--- src/rtl/seg_scan_ctrl.sv ---
// Multiplexed 7-segment scan controller with programmable brightness.
// Each digit value is latched into a shadow register at strobe start, so bus writes never tear a lit digit.
module seg_scan_ctrl #(
  parameter int DIGITS       = 3,
  parameter int DWELL_CYCLES = 50000,
  parameter int BLANK_CYCLES = 500
) (
  input  logic              clk,
  input  logic              reset,
  input  logic              wr_en,
  input  logic [3:0]        addr,
  input  logic [7:0]        wr_data,
  output logic [7:0]        rd_data,
  output logic [7:0]        seg_out,
  output logic [DIGITS-1:0] digit_sel,
  output logic              frame_tick
);

  localparam int IDX_W   = $clog2(DIGITS);
  localparam int CNT_MAX = (DWELL_CYCLES > BLANK_CYCLES) ? DWELL_CYCLES : BLANK_CYCLES;
  localparam int CNT_W   = $clog2(CNT_MAX + 1);

  localparam logic [CNT_W-1:0] CNT_ONE    = CNT_W'(1);
  localparam logic [CNT_W-1:0] BLANK_LAST = CNT_W'(BLANK_CYCLES - 1);
  localparam logic [CNT_W-1:0] DWELL_N    = CNT_W'(DWELL_CYCLES);
  localparam logic [CNT_W-1:0] EIGHTH     = CNT_W'(DWELL_CYCLES / 8);
  localparam logic [IDX_W-1:0] LAST_IDX   = IDX_W'(DIGITS - 1);
  localparam logic [IDX_W-1:0] IDX_ONE    = IDX_W'(1);
  localparam logic [3:0]       CTRL_ADDR   = 4'd8;
  localparam logic [3:0]       STATUS_ADDR = 4'd9;

  typedef enum logic [1:0] {
    IDLE  = 2'd0,
    BLANK = 2'd1,
    ON    = 2'd2,
    OFF   = 2'd3
  } state_t;

  logic [7:0]        digit_q [DIGITS];
  logic              en_q;
  logic [2:0]        bright_ctrl_q;

  state_t            state_q, state_nxt;
  logic [IDX_W-1:0]  idx_q, idx_nxt;
  logic [CNT_W-1:0]  cnt_q, cnt_nxt;
  logic [2:0]        bright_q, bright_nxt;
  logic [7:0]        shadow_q, shadow_nxt;
  logic              tick_nxt;
  logic              slot_end;

  logic              ctrl_wr;
  logic              en_eff;
  logic [2:0]        bright_eff;
  logic [CNT_W-1:0]  on_len;
  logic [CNT_W-1:0]  off_len;
  logic [7:0]        rd_nxt;
  logic [DIGITS-1:0] sel_nxt;
  logic [7:0]        seg_nxt;

  function automatic logic [7:0] seg_decode(input logic [7:0] d);
    logic [7:0] s;
    case (d[3:0])
      4'h0:    s = 8'hC0;
      4'h1:    s = 8'hF9;
      4'h2:    s = 8'hA4;
      4'h3:    s = 8'hB0;
      4'h4:    s = 8'h99;
      4'h5:    s = 8'h92;
      4'h6:    s = 8'h82;
      4'h7:    s = 8'hF8;
      4'h8:    s = 8'h80;
      4'h9:    s = 8'h90;
      4'hA:    s = 8'h88;
      4'hB:    s = 8'h83;
      4'hC:    s = 8'hC6;
      4'hD:    s = 8'hA1;
      4'hE:    s = 8'h86;
      default: s = 8'h8E;
    endcase
    if (d[7]) s[7] = 1'b0;
    if (d[6]) s = 8'hFF;
    return s;
  endfunction

  // A CTRL write in the same cycle is seen immediately by the scan FSM.
  assign ctrl_wr    = wr_en && (addr == CTRL_ADDR);
  assign en_eff     = ctrl_wr ? wr_data[0]   : en_q;
  assign bright_eff = ctrl_wr ? wr_data[3:1] : bright_ctrl_q;

  assign on_len  = (CNT_W'(bright_q) + CNT_ONE) * EIGHTH;
  assign off_len = DWELL_N - on_len;

  always_comb begin
    state_nxt  = state_q;
    idx_nxt    = idx_q;
    cnt_nxt    = cnt_q + CNT_ONE;
    bright_nxt = bright_q;
    shadow_nxt = shadow_q;
    tick_nxt   = 1'b0;
    slot_end   = 1'b0;

    case (state_q)
      IDLE: begin
        cnt_nxt = '0;
        idx_nxt = '0;
        if (en_eff) begin
          state_nxt  = BLANK;
          bright_nxt = bright_eff;
        end
      end
      BLANK: begin
        if (cnt_q == BLANK_LAST) begin
          state_nxt  = ON;
          cnt_nxt    = '0;
          shadow_nxt = digit_q[idx_q];
        end
      end
      ON: begin
        if (cnt_q == on_len - CNT_ONE) begin
          if (on_len < DWELL_N) begin
            state_nxt = OFF;
            cnt_nxt   = '0;
          end else begin
            slot_end = 1'b1;
          end
        end
      end
      OFF: begin
        if (cnt_q == off_len - CNT_ONE) slot_end = 1'b1;
      end
      default: state_nxt = IDLE;
    endcase

    if (slot_end) begin
      state_nxt = BLANK;
      cnt_nxt   = '0;
      if (idx_q == LAST_IDX) begin
        idx_nxt    = '0;
        tick_nxt   = 1'b1;
        bright_nxt = bright_eff;
      end else begin
        idx_nxt = idx_q + IDX_ONE;
      end
    end

    // Dropping enable aborts the frame on the next clock, without a frame tick.
    if ((state_q != IDLE) && !en_eff) begin
      state_nxt = IDLE;
      idx_nxt   = '0;
      cnt_nxt   = '0;
      tick_nxt  = 1'b0;
    end
  end

  always_comb begin
    rd_nxt = 8'h00;
    for (int i = 0; i < DIGITS; i++) begin
      if (addr == 4'(i)) rd_nxt = digit_q[i];
    end
    if (addr == CTRL_ADDR)   rd_nxt = {4'b0000, bright_ctrl_q, en_q};
    if (addr == STATUS_ADDR) rd_nxt = {2'b00, state_q, 1'b0, 3'(idx_q)};
  end

  assign sel_nxt = (state_nxt == ON) ? (DIGITS'(1) << idx_nxt) : '0;
  assign seg_nxt = (state_nxt == ON) ? seg_decode(shadow_nxt) : 8'hFF;

  // Register stage: FSM state, bus registers and display outputs update together.
  always_ff @(posedge clk) begin
    if (reset) begin
      state_q       <= IDLE;
      idx_q         <= '0;
      cnt_q         <= '0;
      bright_q      <= 3'd7;
      en_q          <= 1'b0;
      bright_ctrl_q <= 3'd7;
      for (int i = 0; i < DIGITS; i++) digit_q[i] <= 8'h00;
      seg_out       <= 8'hFF;
      digit_sel     <= '0;
      frame_tick    <= 1'b0;
      rd_data       <= 8'h00;
    end else begin
      state_q    <= state_nxt;
      idx_q      <= idx_nxt;
      cnt_q      <= cnt_nxt;
      bright_q   <= bright_nxt;
      seg_out    <= seg_nxt;
      digit_sel  <= sel_nxt;
      frame_tick <= tick_nxt;
      rd_data    <= rd_nxt;
      for (int i = 0; i < DIGITS; i++) begin
        if (wr_en && (addr == 4'(i))) digit_q[i] <= wr_data;
      end
      if (ctrl_wr) begin
        en_q          <= wr_data[0];
        bright_ctrl_q <= wr_data[3:1];
      end
    end
  end

  always_ff @(posedge clk) begin
    shadow_q <= shadow_nxt;
  end

endmodule

--- config.mk ---
export PLATFORM = sky130hd
export DESIGN_NAME = seg_scan_ctrl
export DESIGN_NICKNAME = d
export VERILOG_FILES = /design/src/rtl/seg_scan_ctrl.sv
export SDC_FILE = /design/constraint.sdc
export NUM_CORES = 1
export LEC_CHECK = 0
export CELL_PAD_IN_SITES_DETAIL_PLACEMENT = 2
export CELL_PAD_IN_SITES_GLOBAL_PLACEMENT = 2
export CORE_ASPECT_RATIO = 1.75
export CORE_MARGIN = 1.5
export CORE_UTILIZATION = 40
export CTS_CLUSTER_DIAMETER = 200
export DETAILED_ROUTE_END_ITERATION = 8
export PLACE_DENSITY = 0.93
export SLEW_MARGIN = 20
export SYNTH_ARGS = -nofsm -noshare
export SYNTH_HDL_FRONTEND = slang
export SYNTH_SLANG_ARGS = --single-unit
--- constraint.sdc ---
create_clock -name clk -period 11.5 [get_ports clk]
set_clock_uncertainty 0.1 [all_clocks]
set_input_delay 1.725 -clock clk [delete_from_list [all_inputs] [get_ports clk]]
set_output_delay 1.725 -clock clk [all_outputs]
set_load 0.05 [all_outputs]
# ---- After elaboration in Yosys (flattened, before gate mapping)
# Memories as Yosys holds them, arrays and structs flattened. A register that Yosys moved wholly into a read port is not among the register bits.
# Index checks and enable logic that the tools add are counted.
dict set report totals {
  reg_bits 55
  latch_bits 0
  ram_bits 24
  mem_bits_ro 112
  input_bits 15
  word_cells 107
  mem_count 2
}
# memory depth width read_ports rd_ports_with_merged_regs wr line_no
set mem_list {}
lappend mem_list {{(no name shown)} 16 7 1 1 0 62} ;# case (d[3:0])
lappend mem_list {digit_q 3 8 4 1 3 39} ;# logic [7:0] digit_q [DIGITS];
dict set report op_classes {
  addsub 6
  mul 1
  n_div 0
  n_lt_le_gt_ge 1
  eq_ne 12
  shifts 1
  mux 49
  bitwise 5
  n_reduce_logical 16
}
# operator count
set op_table {}
lappend op_table {{2-to-1 mux 8 bit} 8}
lappend op_table {{2-to-1 mux 16 bit} 3}
lappend op_table {{case mux 16 bit (3 select lines)} 1}
lappend op_table {{== test 16 bit} 2}
lappend op_table {{subtractor 16 x 1 -> 16 bit (second input constant)} 2}
lappend op_table {{2-to-1 mux 2 bit} 11}
lappend op_table {{2-to-1 mux 1 bit} 17}
lappend op_table {{adder 16 x 1 -> 16 bit (second input constant)} 1}
lappend op_table {{== test 16 x 9 -> 1 bit (second input constant)} 1}
lappend op_table {{< comparator 16 bit (second input constant)} 1}
lappend op_table {{subtractor 16 bit (first input constant)} 1}
lappend op_table {{multiplier 4 x 12 -> 15 bit (second input constant)} 1}
lappend op_table {{2-to-1 mux 3 bit} 5}
lappend op_table {{2-to-1 mux 6 bit} 2}
lappend op_table {{OR reduction 3 bit} 4}
lappend op_table {{== test 2 bit (second input constant)} 4}
lappend op_table {{== test 4 bit (second input constant)} 2}
lappend op_table {{case mux 2 bit (3 select lines)} 1}
lappend op_table {{logical AND 1 bit} 5}
lappend op_table {{adder 3 x 1 -> 4 bit (second input constant)} 1}
lappend op_table {{== test 4 x 1 -> 1 bit (second input constant)} 1}
lappend op_table {{== test 4 x 2 -> 1 bit (second input constant)} 1}
lappend op_table {{zero test 4 bit} 1}
lappend op_table {{OR reduction 2 bit} 2}
lappend op_table {{other kinds (10)} 13}

# ---- Logic depth before layout (Yosys ltp)
dict set report depth {
  word_depth 12
  ltp_mapped 21
  mapped_depth_nobuf 19
}

# ---- Worst setup path after synthesis
# Ideal clock, no wire load.
dict set report synth_path {
  kind {register -> register}
  start {reg bright_q[0]}
  end {reg cnt_q[7]}
  setup_ps 115
  arrival_ps 4878
  required_ps 11285
  slack_ps 6407
  path_stages_with_launch 20
  n_path_buf 3
  cell_sequence {dfxtp_1 > buf_2 > clkinv_1 > ha_1 > ha_1 > ha_1 > ha_1 > clkbuf_1 > nand2_1 > nor2_1 > a2111o_1 > and3b_1 > nor4b_4 > a31oi_1 > nor3_1 > o2111ai_2 > o31a_1 > o211ai_4 > buf_6 > nor2_2}
}
dict set report synth_via {
  elab_chain_cells 8
}
# element line_no
set synth_lines {}
lappend synth_lines {{start, declared} 46} ;# logic [2:0] bright_q, bright_nxt;
lappend synth_lines {{start signal, assigned} 185} ;# bright_q <= bright_nxt;
lappend synth_lines {{adder 3 x 1 -> 4 bit *} 90} ;# assign on_len = (CNT_W'(bright_q) + CNT_ONE) * EIGHTH;
lappend synth_lines {{multiplier 4 x 12 -> 15 bit *} 90}
lappend synth_lines {{subtractor 16 bit} 91} ;# assign off_len = DWELL_N - on_len;
lappend synth_lines {{subtractor 16 x 1 -> 16 bit} 129} ;# if (cnt_q == off_len - CNT_ONE) slot_end = 1'b1;
lappend synth_lines {{== test 16 bit} 129}
lappend synth_lines {{2-to-1 mux 1 bit} 129}
lappend synth_lines {{case mux 1 bit (2 select lines)} 102} ;# case (state_q)
lappend synth_lines {{OR reduction 3 bit (no line)} --}
lappend synth_lines {{end signal, assigned} 184} ;# cnt_q <= cnt_nxt;
lappend synth_lines {{end, declared} 45} ;# logic [CNT_W-1:0] cnt_q, cnt_nxt;
# Every way passes the cells marked *; elsewhere a longest branch is shown, timed or not.
# A chain may end at the register's enable or synchronous reset.

# ---- Worst setup path after layout
dict set report layout_path {
  start {reg bright_q[0]}
  end {reg seg_out[7]}
}
dict set report layout_via {
  elab_chain_cells 12
}
# element line_no
set layout_lines {}
lappend layout_lines {{adder 3 x 1 -> 4 bit *} 90}
lappend layout_lines {{multiplier 4 x 12 -> 15 bit *} 90}
lappend layout_lines {{subtractor 16 bit} 91}
lappend layout_lines {{subtractor 16 x 1 -> 16 bit} 129}
lappend layout_lines {{== test 16 bit} 129}
lappend layout_lines {{2-to-1 mux 1 bit} 129}
lappend layout_lines {{case mux 1 bit (2 select lines)} 102}
lappend layout_lines {{2-to-1 mux 2 bit *} 134} ;# if (slot_end) begin
lappend layout_lines {{2-to-1 mux 2 bit *} 147} ;# if ((state_q != IDLE) && !en_eff) begin
lappend layout_lines {{== test 2 bit *} 165} ;# assign seg_nxt = (state_nxt == ON) ? seg_decode(shadow_nxt) : 8'hFF;
lappend layout_lines {{NOT 1 bit (no line) *} --}
lappend layout_lines {{OR reduction 3 bit (no line) *} --}
lappend layout_lines {{end signal, assigned} 186} ;# seg_out <= seg_nxt;
lappend layout_lines {{end, declared} 14} ;# output logic [7:0] seg_out,
# Marks and branches as above.

==> results_dict.tcl <==
set metrics [dict create \
    path_clk_slew_ps 60 \
    multi_input_area_um2 3020 \
    drt_iter0_markers 135 \
    postCtsSetupBuffers 0 \
    synth_mux_area_share_pct 3.81 \
    maxCapViolations 0 \
    die_x_um 87.8 \
    die_area_um2 13300 \
    ys_dominant_reg_cell "dfxtp_1" \
    ir_drop_mv 0.164 \
    synth-simple-area-share_pct 23.8 \
    avgSynthCellArea_um2 8.87 \
    grt_pass1_vias 5169 \
    cellPowerDensity_nw_per_um2 111 \
    clockBufferDepth 2 \
    mostFrequentLayoutCells "dfxtp_1, nor2_1, nand2_1" \
    met1_usage_pct 25.6 \
    start_util_pct 40.7 \
    hpwl_um 13600 \
    ff2ff_path_depth 16 \
    n_antenna_cell 0 \
    timing.rr.start "bright_q[0]" \
    io_buffers 34 \
    slew_violations 0 \
    finalHoldViolCount 0 \
    place_ws_ps 5030 \
    die_height_um 151 \
    path_class "flip-flop to flip-flop" \
    firstDrtPassIters 6 \
    critical_path.max_fanout 12 \
    tritoncts "done" \
    num_rows 54 \
    gr-total-overflow 0 \
    grt_max_degree 19 \
    r2r_setup_slack_ps 4950 \
    vias 4502 \
    wl_um 18500 \
    min_to "bright_ctrl_q[0]" \
    register_area_um2 1780 \
    hold_start "bright_ctrl_q[0]" \
    clock-root-buffer "clkbuf_16" \
    synth_xor_area_share_pct 9.75 \
    post-route-period-util_pct 57.0 \
    syn-instance-count 567 \
    grt_use_met2_pct 57.5 \
    finalSetupTns_ps 0 \
    globalRouteTotalUtil_pct 29.2 \
    layout_commonest_cell "dfxtp_1" \
    required_ps 11610 \
    ys_seq_area_share_pct 35.4 \
    grtUsageMet3_pct 2.94 \
    cts_hold_buf 0 \
    synth_top_family_by_area "simple AND/OR/NAND/NOR gates" \
    drc 0 \
    syn-num-nets 606 \
    tightest_slew_ps 1050 \
    drive_gt1_share_pct 8.35 \
    holdPathStages 1 \
    post_synth_num_cell_types 81 \
    p_leak_uw 0.00213 \
    period_minus_slack_ps 6550 \
    drtAntennaViolNets 0 \
    synthToLayoutAreaGrowth_pct 14.9 \
    fmax_ghz 0.153 \
    slew_headroom_pct 28.1 \
    fin_cells 755 \
    critPathArrivalTime_ps 6660 \
    antenna_found_initial 0 \
    synth_area_um2 5030 \
    fin_ws_ps 4950 \
    finalSetupViolations 0 \
    wire_per_inst_um 24.5 \
    core-area_um2 12400 \
    nNetsFinal 621 \
    synth_compound_area_share_pct 16.6 \
    end_kind "flip-flop" \
    rsz0062_at_grt "no" \
    h-tree-depth 3 \
    cts_repair_resize_count 0 \
    synth_adder_area_share_pct 5.97 \
    hold_class "flip-flop to flip-flop" \
    synth_edf_count 24 \
    gr-max-usage-layer "met2" \
    cts_buffers 9 \
    async_reset_ff_share_pct 0 \
    clkSinkCount 77 \
    via_per_inst 5.96 \
    place.detailed.instances 739 \
    grt_pass1_wl_um 28700 \
    ys_ff_latch 77 \
    fill_cells 1312 \
    io_pins 35 \
    clkLatencyLatePin_ps 340 \
    status "complete, no violations" \
    startpoint_type "flip-flop" \
    yosysWarnings 0 \
    rr_endpoint "seg_out[7]" \
    routabilityCongestion 0.952 \
]
==> final cells by class <==
class / instances / area share, %
Timing Repair Buffer: 36 / 6.15
Clock buffer: 14 / 4.94
Multi-Input combinational cell: 434 / 52.2
Sequential cell: 77 / 30.8
Clock inverter: 2 / 0.671
Tap cell: 168 / 3.64
Inverter: 24 / 1.56
==> sequential cells by signal (all words and copies together) (netlist names), 2 cells and up <==
name / count
bright_q: 3
rd_data: 8
idx_q: 2
seg_out: 8
cnt_q: 16
state_q: 2
digit_sel: 3
shadow_q: 6
digit_q: 24
bright_ctrl_q: 3
==> synthesized netlist by cell type (3+ instances only) <==
library cell / instances / area, µm²
a31oi_1: 4 / 25.0
o21a_1: 3 / 22.5
nor3_1: 15 / 75.1
o21ai_0: 29 / 145
a21oi_1: 23 / 115
a211o_1: 3 / 26.3
nand2b_1: 5 / 31.3
nand4b_1: 3 / 26.3
ha_1: 24 / 300
a22oi_1: 3 / 22.5
a31o_2: 4 / 35.0
nand3b_1: 3 / 22.5
nor2_2: 10 / 62.6
a32oi_1: 3 / 26.3
nor3b_1: 3 / 22.5
edfxtp_1: 24 / 721
nor4_1: 7 / 43.8
clkbuf_1: 24 / 90.1
buf_1: 3 / 11.3
or3_1: 3 / 18.8
inv_1: 22 / 82.6
nor2b_1: 8 / 50.1
xor2_1: 22 / 193
and3b_1: 3 / 26.3
nor2_1: 47 / 176
nand3_1: 19 / 95.1
nand2_1: 44 / 165
nand4_1: 19 / 119
dfxtp_1: 53 / 1060
a2bb2oi_1: 3 / 26.3
o31ai_2: 3 / 37.5
and2_1: 15 / 93.8
o21ai_1: 3 / 15.0
mux2i_1: 18 / 180
and3_1: 11 / 68.8
a211oi_1: 6 / 45.0
xnor2_1: 25 / 219
==> worst max-delay path, stage by stage, from the launching register on <==
cell	delay, ps
dfxtp_1	580
clkinv_1	450
ha_1	590
ha_1	310
ha_1	290
ha_1	400
nand2_1	210
nor2_1	100
a2111o_1	490
and3b_1	240
nor4b_4	500
a31oi_1	220
o21a_1	240
o2111ai_2	390
nor3b_1	130
o31ai_2	730
or3b_1	430
==> worst max-delay path by stage <==
stage / startpoint / to / slack [ps] / cells after the start
after floorplan: bright_q[0] / cnt_q[7] / 6410 / 19
after detailed placement: bright_q[0] / seg_out[7] / 5030 / 16
after CTS: bright_q[0] / seg_out[7] / 4900 / 16
after global placement: bright_q[0] / seg_out[7] / 5380 / 16
final: bright_q[0] / seg_out[7] / 4950 / 16
after global routing: bright_q[0] / seg_out[7] / 4460 / 16
==> metal layers <==
| metal | up-vias | routed length, µm | part of all wire, % |
|---|---|---|---|
| met3 | 78 | 371 | 2.0 |
| li1 | 2066 | - | - |
| met1 | 2241 | 6070 | 33 |
| met4 | 0 | 1410 | 7.6 |
| met2 | 117 | 10600 | 58 |
| met5 | - | 0 | 0 |
==> power breakdown <==
group          internal [µW]  total [µW]  switching, µW
registers                287         292           4.32
clock network            194         305            111
logic                   16.3        45.8           29.5
==> stage by stage <==
step | hold slack, ps | power (µW) | utilization (%) | area [µm²]
detailed placement | 370 | 341 | 44.1 | 5450
floorplan | 325 | 323 | - | 5030
CTS | 411 | 646 | 46.7 | 5780
global placement | 340 | 337 | 44.1 | 5450
global route | 436 | 659 | 46.7 | 5780
finish | 413 | 642 | 46.7 | 5780
==> cells by family (layout without fill, tap and decap cells) <==
family	Yosys count	after routing
buf+inv	56	76
fa+ha+maj	24	24
compound gates	116	116
flops	77	77
mux	19	19
xor+xnor	50	50
simple gates	225	225
No activity file was read; power rests on OpenSTA's default activity.
